## src/rtl/dmem_req_demux_pkg.sv

```systemverilog
// Shared definitions for the data-memory request demux and its users.
package dmem_req_demux_pkg;

    localparam int REQ_ADDR_W = 32;
    localparam int REQ_DATA_W = 32;

    // Default MMIO window: the top 64 KiB of the address space.
    localparam logic [REQ_ADDR_W-1:0] DEF_MMIO_BASE = 32'hFFFF_0000;
    localparam logic [REQ_ADDR_W-1:0] DEF_MMIO_MASK = 32'hFFFF_0000;

    localparam logic PORT_DMEM = 1'b0;
    localparam logic PORT_MMIO = 1'b1;

    // Request as issued by the core's load/store unit.
    typedef struct packed {
        logic [REQ_ADDR_W-1:0] addr;
        logic [REQ_DATA_W-1:0] wdata;
        logic                  we;
    } dmem_req_t;

    typedef enum logic {
        ST_EMPTY = 1'b0,
        ST_FULL  = 1'b1
    } demux_state_t;

endpackage

```

## src/rtl/dmem_req_demux_if.sv

```systemverilog
// Request bus around the demux: core-side request channel plus the two
// target-side channels that share one payload.
interface dmem_req_demux_if #(
    parameter int ADDR_W = 32,
    parameter int DATA_W = 32
);
    logic              in_valid;
    logic              in_ready;
    logic [ADDR_W-1:0] in_addr;
    logic [DATA_W-1:0] in_wdata;
    logic              in_we;

    logic              out0_valid;
    logic              out0_ready;
    logic              out1_valid;
    logic              out1_ready;
    logic [ADDR_W-1:0] out_addr;
    logic [DATA_W-1:0] out_wdata;
    logic              out_we;

    // Environment side: issues requests and plays both targets.
    modport master (
        output in_valid, in_addr, in_wdata, in_we, out0_ready, out1_ready,
        input  in_ready, out0_valid, out1_valid, out_addr, out_wdata, out_we
    );

    // Demux side.
    modport slave (
        input  in_valid, in_addr, in_wdata, in_we, out0_ready, out1_ready,
        output in_ready, out0_valid, out1_valid, out_addr, out_wdata, out_we
    );
endinterface

```

## src/rtl/dmem_req_demux_addr_decode.sv

```systemverilog
// MMIO window hit detection: masked address compare against the window base.
module dmem_req_demux_addr_decode #(
    parameter int                ADDR_W    = 32,
    parameter logic [ADDR_W-1:0] MMIO_BASE = 32'hFFFF_0000,
    parameter logic [ADDR_W-1:0] MMIO_MASK = 32'hFFFF_0000
) (
    input  logic [ADDR_W-1:0] i_addr,
    output logic              o_hit
);

    // Purely combinational; only sampled by the parent on accept.
    assign o_hit = ((i_addr & MMIO_MASK) == MMIO_BASE);

endmodule

```

## src/rtl/dmem_req_demux.sv

```systemverilog
// One-entry registered 1:2 demux for data-memory requests. Port 0 goes to
// data memory, port 1 to the MMIO window. Counts handshakes per port.
//
// state    | meaning
// ---------+-----------------------------------------------------------
// ST_EMPTY | no request held; in_ready=1, both out valids low
// ST_FULL  | request held for port r_dst; payload frozen until drained
module dmem_req_demux
    import dmem_req_demux_pkg::*;
#(
    parameter int                DATA_W    = REQ_DATA_W,
    parameter int                ADDR_W    = REQ_ADDR_W,
    parameter logic [ADDR_W-1:0] MMIO_BASE = DEF_MMIO_BASE,
    parameter logic [ADDR_W-1:0] MMIO_MASK = DEF_MMIO_MASK,
    parameter int                CNT_W     = 16
) (
    input  logic              clk,
    input  logic              rst,
    dmem_req_demux_if.slave   bus,
    output logic [CNT_W-1:0]  cnt0,
    output logic [CNT_W-1:0]  cnt1
);

    localparam logic [CNT_W-1:0] CNT_ONE = {{(CNT_W-1){1'b0}}, 1'b1};

    demux_state_t      r_state;
    logic              r_dst;
    logic [ADDR_W-1:0] r_addr;
    logic [DATA_W-1:0] r_wdata;
    logic              r_we;
    logic [CNT_W-1:0]  r_cnt0;
    logic [CNT_W-1:0]  r_cnt1;

    logic w_hit;
    logic w_full;
    logic w_out0_valid;
    logic w_out1_valid;
    logic w_drain0;
    logic w_drain1;
    logic w_drain;
    logic w_in_ready;
    logic w_accept;

    dmem_req_demux_addr_decode #(
        .ADDR_W    (ADDR_W),
        .MMIO_BASE (MMIO_BASE),
        .MMIO_MASK (MMIO_MASK)
    ) u_addr_decode (
        .i_addr (bus.in_addr),
        .o_hit  (w_hit)
    );

    // Handshake decode; a ready on the port that is not addressed is ignored.
    always_comb begin
        w_full       = (r_state == ST_FULL);
        w_out0_valid = w_full & (r_dst == PORT_DMEM);
        w_out1_valid = w_full & (r_dst == PORT_MMIO);
        w_drain0     = w_out0_valid & bus.out0_ready;
        w_drain1     = w_out1_valid & bus.out1_ready;
        w_drain      = w_drain0 | w_drain1;
        // Drain frees the slot in the same cycle, giving one request per cycle.
        w_in_ready   = ~w_full | w_drain;
        w_accept     = bus.in_valid & w_in_ready;
    end

    // Slot FSM, payload capture and per-port handshake counters.
    always_ff @(posedge clk) begin
        if (rst) begin
            r_state <= ST_EMPTY;
            r_dst   <= PORT_DMEM;
            r_addr  <= '0;
            r_wdata <= '0;
            r_we    <= 1'b0;
            r_cnt0  <= '0;
            r_cnt1  <= '0;
        end else begin
            case (r_state)
                ST_EMPTY: begin
                    if (w_accept) begin
                        r_state <= ST_FULL;
                    end
                end
                ST_FULL: begin
                    if (w_drain && !w_accept) begin
                        r_state <= ST_EMPTY;
                    end
                end
                default: r_state <= ST_EMPTY;
            endcase

            // Payload only moves on accept, so a stalled request stays put.
            if (w_accept) begin
                r_dst   <= w_hit ? PORT_MMIO : PORT_DMEM;
                r_addr  <= bus.in_addr;
                r_wdata <= bus.in_wdata;
                r_we    <= bus.in_we;
            end

            if (w_drain0) begin
                r_cnt0 <= r_cnt0 + CNT_ONE;
            end
            if (w_drain1) begin
                r_cnt1 <= r_cnt1 + CNT_ONE;
            end
        end
    end

    assign bus.in_ready   = w_in_ready;
    assign bus.out0_valid = w_out0_valid;
    assign bus.out1_valid = w_out1_valid;
    assign bus.out_addr   = r_addr;
    assign bus.out_wdata  = r_wdata;
    assign bus.out_we     = r_we;
    assign cnt0           = r_cnt0;
    assign cnt1           = r_cnt1;

endmodule

```

## src/flat_wrapper.sv

```systemverilog
// flat-port wrapper written by rule: the top's interface ports become plain ports
module dmem_req_demux_flat import dmem_req_demux_pkg::*;
#(
    parameter int                DATA_W    = REQ_DATA_W,
    parameter int                ADDR_W    = REQ_ADDR_W,
    parameter logic [ADDR_W-1:0] MMIO_BASE = DEF_MMIO_BASE,
    parameter logic [ADDR_W-1:0] MMIO_MASK = DEF_MMIO_MASK,
    parameter int                CNT_W     = 16
)
  (clk, rst, cnt0, cnt1, bus_in_valid, bus_in_addr, bus_in_wdata, bus_in_we, bus_out0_ready, bus_out1_ready, bus_in_ready, bus_out0_valid, bus_out1_valid, bus_out_addr, bus_out_wdata, bus_out_we);
  dmem_req_demux_if #(.ADDR_W(ADDR_W), .DATA_W(DATA_W)) bus_i ();
  input  logic clk;
  input  logic rst;
  output logic [CNT_W-1:0] cnt0;
  output logic [CNT_W-1:0] cnt1;
  input wire logic [$bits(bus_i.in_valid)-1:0] bus_in_valid;
  input wire logic [$bits(bus_i.in_addr)-1:0] bus_in_addr;
  input wire logic [$bits(bus_i.in_wdata)-1:0] bus_in_wdata;
  input wire logic [$bits(bus_i.in_we)-1:0] bus_in_we;
  input wire logic [$bits(bus_i.out0_ready)-1:0] bus_out0_ready;
  input wire logic [$bits(bus_i.out1_ready)-1:0] bus_out1_ready;
  output wire logic [$bits(bus_i.in_ready)-1:0] bus_in_ready;
  output wire logic [$bits(bus_i.out0_valid)-1:0] bus_out0_valid;
  output wire logic [$bits(bus_i.out1_valid)-1:0] bus_out1_valid;
  output wire logic [$bits(bus_i.out_addr)-1:0] bus_out_addr;
  output wire logic [$bits(bus_i.out_wdata)-1:0] bus_out_wdata;
  output wire logic [$bits(bus_i.out_we)-1:0] bus_out_we;
  assign bus_i.in_valid = bus_in_valid;
  assign bus_i.in_addr = bus_in_addr;
  assign bus_i.in_wdata = bus_in_wdata;
  assign bus_i.in_we = bus_in_we;
  assign bus_i.out0_ready = bus_out0_ready;
  assign bus_i.out1_ready = bus_out1_ready;
  assign bus_in_ready = bus_i.in_ready;
  assign bus_out0_valid = bus_i.out0_valid;
  assign bus_out1_valid = bus_i.out1_valid;
  assign bus_out_addr = bus_i.out_addr;
  assign bus_out_wdata = bus_i.out_wdata;
  assign bus_out_we = bus_i.out_we;
  dmem_req_demux #(.DATA_W(DATA_W), .ADDR_W(ADDR_W), .MMIO_BASE(MMIO_BASE), .MMIO_MASK(MMIO_MASK), .CNT_W(CNT_W)) u_core (.clk(clk), .rst(rst), .bus(bus_i), .cnt0(cnt0), .cnt1(cnt1));
endmodule
```

## config.mk

```make
export PLATFORM = sky130hd
export DESIGN_NAME = dmem_req_demux_flat
export DESIGN_NICKNAME = d
export VERILOG_FILES = /design/src/rtl/dmem_req_demux_pkg.sv /design/src/rtl/dmem_req_demux_if.sv /design/src/rtl/dmem_req_demux_addr_decode.sv /design/src/rtl/dmem_req_demux.sv /design/src/flat_wrapper.sv
export SDC_FILE = /design/constraint.sdc
export NUM_CORES = 1
export LEC_CHECK = 0
export ABC_AREA = 1
export CAP_MARGIN = 20
export CORE_MARGIN = 2
export CORE_UTILIZATION = 43
export DETAILED_ROUTE_END_ITERATION = 16
export GPL_TIMING_DRIVEN = 0
export PLACE_DENSITY_LB_ADDON = 0.25
export SLEW_MARGIN = 20
export SYNTH_ARGS = -nofsm -noshare
export SYNTH_HDL_FRONTEND = slang
export SYNTH_SLANG_ARGS = --single-unit
export TNS_END_PERCENT = 1
```

## constraint.sdc

```tcl
create_clock -name clk -period 1.8 [get_ports clk]
set_clock_uncertainty 0.15 [all_clocks]
set_input_delay 0.36 -clock clk [delete_from_list [all_inputs] [get_ports clk]]
set_output_delay 0.36 -clock clk [all_outputs]
set_load 0.02 [all_outputs]
```

==> impl_summary.log <==
INFO  metric count_of_nets_left_with_antenna_violations_after_detail_routing = 0
INFO  metric final_core_utilization = about 66%
INFO  metric globalplace.congestion = slightly below 0.9
INFO  metric stdcell_area = 0.00608 mm2
INFO  metric relSlewSlack = 65.6%
INFO  metric detail_route.wirelength = around 11 mm
INFO  metric first_iter_violations = between 100 and 150
INFO  metric fillCellCount = roughly 860
INFO  metric postSynthRegisterBits = just under 100
INFO  metric syn-instance-count = between 500 and 600
INFO  metric antenna_found_initial = 0
INFO  metric design.core.area = 0.00924 mm2
INFO  metric max-clock-path-buffers = 2
INFO  metric cts.htree.levels = 3
INFO  metric timing_worst_slew_pin_value = around 0.52 ns
INFO  metric ys_warn_count = 0
INFO  metric diodes = 0
INFO  metric hold_class = primary input to register
INFO  metric design.final.nets = 820
INFO  metric post_drt_via_cell_ratio = roughly 4.8
INFO  metric cts-buffers-inserted = 9
INFO  metric cts_tree = built
INFO  metric timing.critical_path.buf_inv = 2
INFO  metric cp_top_family = flip-flops
INFO  metric master_cell_of_the_clock_root_buffer = sky130_fd_sc_hd__clkbuf_8
INFO  metric drv.max_cap_violation_count = 0
INFO  metric dieWidth = roughly 100 um
INFO  metric whs = ~0.3 ns
INFO  metric detailedPlacementHpwl = just under 9 mm
INFO  metric timing.critical_path.fanout_max = 6
INFO  metric port_bufs = 169
INFO  metric grt.overflow.total = 0
INFO  metric vias = 4229
INFO  metric start_util = around 44%
INFO  metric die_area = 0.0103 mm2
INFO  metric route.met2.wl = 5.47 mm
INFO  metric placed_area = ~0.0059 mm2
INFO  metric post_layout_cell_count = between 800 and 900
INFO  metric final_routed_wire_length_divided_by_cell_count = 12.9 um
INFO  metric fmaxAchievable = 576 MHz
INFO  metric setup.worst_path.end_class = output port
INFO  metric report.power.total = roughly 4.8 mW
INFO  metric status = completed
INFO  metric routed_wire_length_on_met3 = 715 um
INFO  metric total_grt_usage = 22.2%
INFO  metric worst_path_max_delay_cell = sky130_fd_sc_hd__dfxtp_1
INFO  metric post-place-cells = between 800 and 900
INFO  metric synth.lib_cells_used.distinct = 27
INFO  metric mappedNetlistNets = approximately 640
INFO  metric worst_path_most_repeated_cell = sky130_fd_sc_hd__nand3_4
INFO  metric clock-sinks = between 90 and 100
INFO  metric vdd_drop_max = around 0.00053 V
INFO  metric powerDensity = slightly below 800 mW/mm2
INFO  metric crit_path_cell_trace = buf_6 -> nand3_4 -> nand3_4 -> buf_4
INFO  metric fp-row-count = 35
INFO  metric design.portCount = 170
INFO  metric drt_drc_violations_left = 0
INFO  metric first_pass_iters = 4
INFO  metric finalCritPeriodShare = between 90% and 100%
INFO  metric leakagePower = 2.83 nW
INFO  metric syn-mean-instance-area = between 7 and 8 um2
INFO  metric clock_period_minus_final_worst_setup_slack = ~1.7 ns
INFO  metric critPathLaunchType = register
INFO  metric finalHoldViolCount = 0
INFO  metric synth.cell_area = between 0.004 and 0.005 mm2
INFO  metric cp_data_arrival_time = approximately 1.2 ns
INFO  metric setup.worst_path.class = register to output port
INFO  metric highest-signal-layer = met4
INFO  metric clk-insertion-delay-late = 0.34 ns
INFO  metric final-setup-viol-count = 0
INFO  metric area.growth.synth_to_final = 48.9%
INFO  metric seq_area_frac_synth = about half
INFO  metric slew_violations = 0
INFO  metric clkTransAtPathRegs = 0.09 ns
INFO  metric grt_pass1_vias = ~4000
INFO  metric routedLengthMet1 = roughly 5.0 mm
INFO  metric critPathRequiredTime = approximately 1.3 ns
INFO  metric wire_length_of_the_first_global_routing_pass = 18.3 mm
INFO  metric die_height = ~100 um
INFO  metric pin_count_of_the_biggest_net_entering_global_routing = 17
INFO  metric drive_above_1_share = 6.51%
INFO  metric timing.critical_path.slowest_cell_delay = about 0.34 ns
-- cells in the final DEF (no fill, tap or decap), drive strengths merged --
cell,netlist,routed
nor3,11,11
ha,2,2
inv,42,43
buf,14,19
nand3,17,17
nor2,185,185
o21bai,1,1
nand4,8,8
dlygate4sd2,0,97
nor4,1,1
xor2,2,2
bufinv,0,2
clkbuf,11,23
and2,2,2
dlymetal6s2s,0,2
nand2,74,74
a21oi,16,16
nand3b,2,2
dfxtp,99,99
clkdlybuf4s50,0,67
o21ai,78,78
clkinv,0,1
clkinvlp,0,1
-- cells in the mapped netlist --
cell type                  instances  area share (%)
sky130_fd_sc_hd__buf_6             5             1.4
sky130_fd_sc_hd__inv_2             2            0.18
sky130_fd_sc_hd__nor2_4            2            0.55
sky130_fd_sc_hd__clkbuf_1         10            0.92
sky130_fd_sc_hd__dfxtp_1          99              49
sky130_fd_sc_hd__nand2_4           1            0.28
sky130_fd_sc_hd__nand3b_1          2            0.37
sky130_fd_sc_hd__nor2_1          183              17
sky130_fd_sc_hd__buf_8             1            0.37
sky130_fd_sc_hd__and2_1            2            0.31
sky130_fd_sc_hd__clkbuf_2          1            0.12
sky130_fd_sc_hd__nor3_1           11             1.3
sky130_fd_sc_hd__a21oi_1          16             2.0
sky130_fd_sc_hd__o21bai_1          1            0.18
sky130_fd_sc_hd__inv_1            40             3.7
sky130_fd_sc_hd__nand3_1          14             1.7
sky130_fd_sc_hd__nand3_4           3             1.3
sky130_fd_sc_hd__ha_1              2            0.61
sky130_fd_sc_hd__xor2_1            2            0.43
sky130_fd_sc_hd__buf_2             2            0.25
sky130_fd_sc_hd__nand2_1          73             6.7
sky130_fd_sc_hd__nand4_1           8             1.2
sky130_fd_sc_hd__o21ai_1          24             2.9
sky130_fd_sc_hd__o21ai_0          54             6.6
sky130_fd_sc_hd__buf_4             5            0.92
sky130_fd_sc_hd__buf_1             1           0.092
sky130_fd_sc_hd__nor4_1            1            0.15
-- flip-flops by register name (all words and copies together) (netlist names) --
| signal | count |
|---|---|
| u_core.cnt0 | 16 |
| u_core.cnt1 | 16 |
| u_core.bus.out_we | 1 |
| u_core.bus.out_addr | 32 |
| u_core.r_dst | 1 |
| u_core.bus.out_wdata | 32 |
| u_core.r_state | 1 |
-- power by group --
group	internal [mW]	switching [mW]
clock network	0.830	0.758
registers	2.31	0.0577
logic	0.376	0.455
-- through the flow --
step,worst slack [ns],setup TNS (ns)
final,0.0632,0
after CTS,-0.103,-0.103
after detailed placement,-0.552,-25.11
after floorplan,0.161,0
after global placement,-0.520,-21.09
after global routing,-0.00219,-0.00219
-- final cells by class --
| class | count | area (um2) | share of cell area [%] |
|---|---|---|---|
| Timing Repair Buffer | 172 | 1590 | 26.1 |
| Buffer | 25 | 171 | 2.82 |
| Tap cell | 129 | 161 | 2.66 |
| Clock buffer | 11 | 141 | 2.33 |
| Inverter | 42 | 158 | 2.59 |
| Multi-Input combinational cell | 399 | 1790 | 29.4 |
| Clock inverter | 5 | 85.1 | 1.40 |
| Sequential cell | 99 | 1990 | 32.7 |
-- per-layer routing --
metal | track usage [%] | vias up
met5 | 0 | -
met4 | 8.84 | 0
met3 | 4.62 | 16
met2 | 39.2 | 124
met1 | 26.4 | 1933
li1 | - | 2156
-- worst register-to-register path, cell delays in order (launching register included) --
cell and delay [ns]:
sky130_fd_sc_hd__dfxtp_1 0.34, sky130_fd_sc_hd__buf_6 0.14, sky130_fd_sc_hd__nand3_4 0.11, sky130_fd_sc_hd__nand3_4 0.14
sky130_fd_sc_hd__nand2_4 0.08, sky130_fd_sc_hd__buf_6 0.14, sky130_fd_sc_hd__buf_4 0.16, sky130_fd_sc_hd__o21ai_0 0.22
sky130_fd_sc_hd__nor2_1 0.06
-- final timing paths --
check	start	endpoint	slack [ns]	cells past startpoint
max reg2reg	u_core.r_state	u_core.bus.out_wdata[16]	0.15	8
min	bus_out0_ready	u_core.cnt0[0]	0.31	3
min reg2reg	u_core.bus.out_wdata[25]	u_core.bus.out_wdata[25]	0.33	2
max	u_core.r_state	bus_in_ready	0.06	4
-- repair_timing --
action,in CTS,in global routing
endpoints found under the setup margin,110,11
cloned,0,0
hold buffers,0,0
gates resized for setup,110,10
pin swaps,0,3
endpoints found under the hold margin,0,0
setup buffers,0,3
-- cell families after synthesis --
| logic type | after synthesis | synth area share, % |
|---|---|---|
| and+or+nand+nor | 300 | 30.8 |
| DFF | 99 | 48.6 |
| AOI/OAI and AO/OA | 95 | 11.7 |
| buffers and inverters | 67 | 7.91 |
| xor gates and xnor gates | 2 | 0.429 |
| adders and majority gates | 2 | 0.613 |
(Power assumes the default switching activity.)
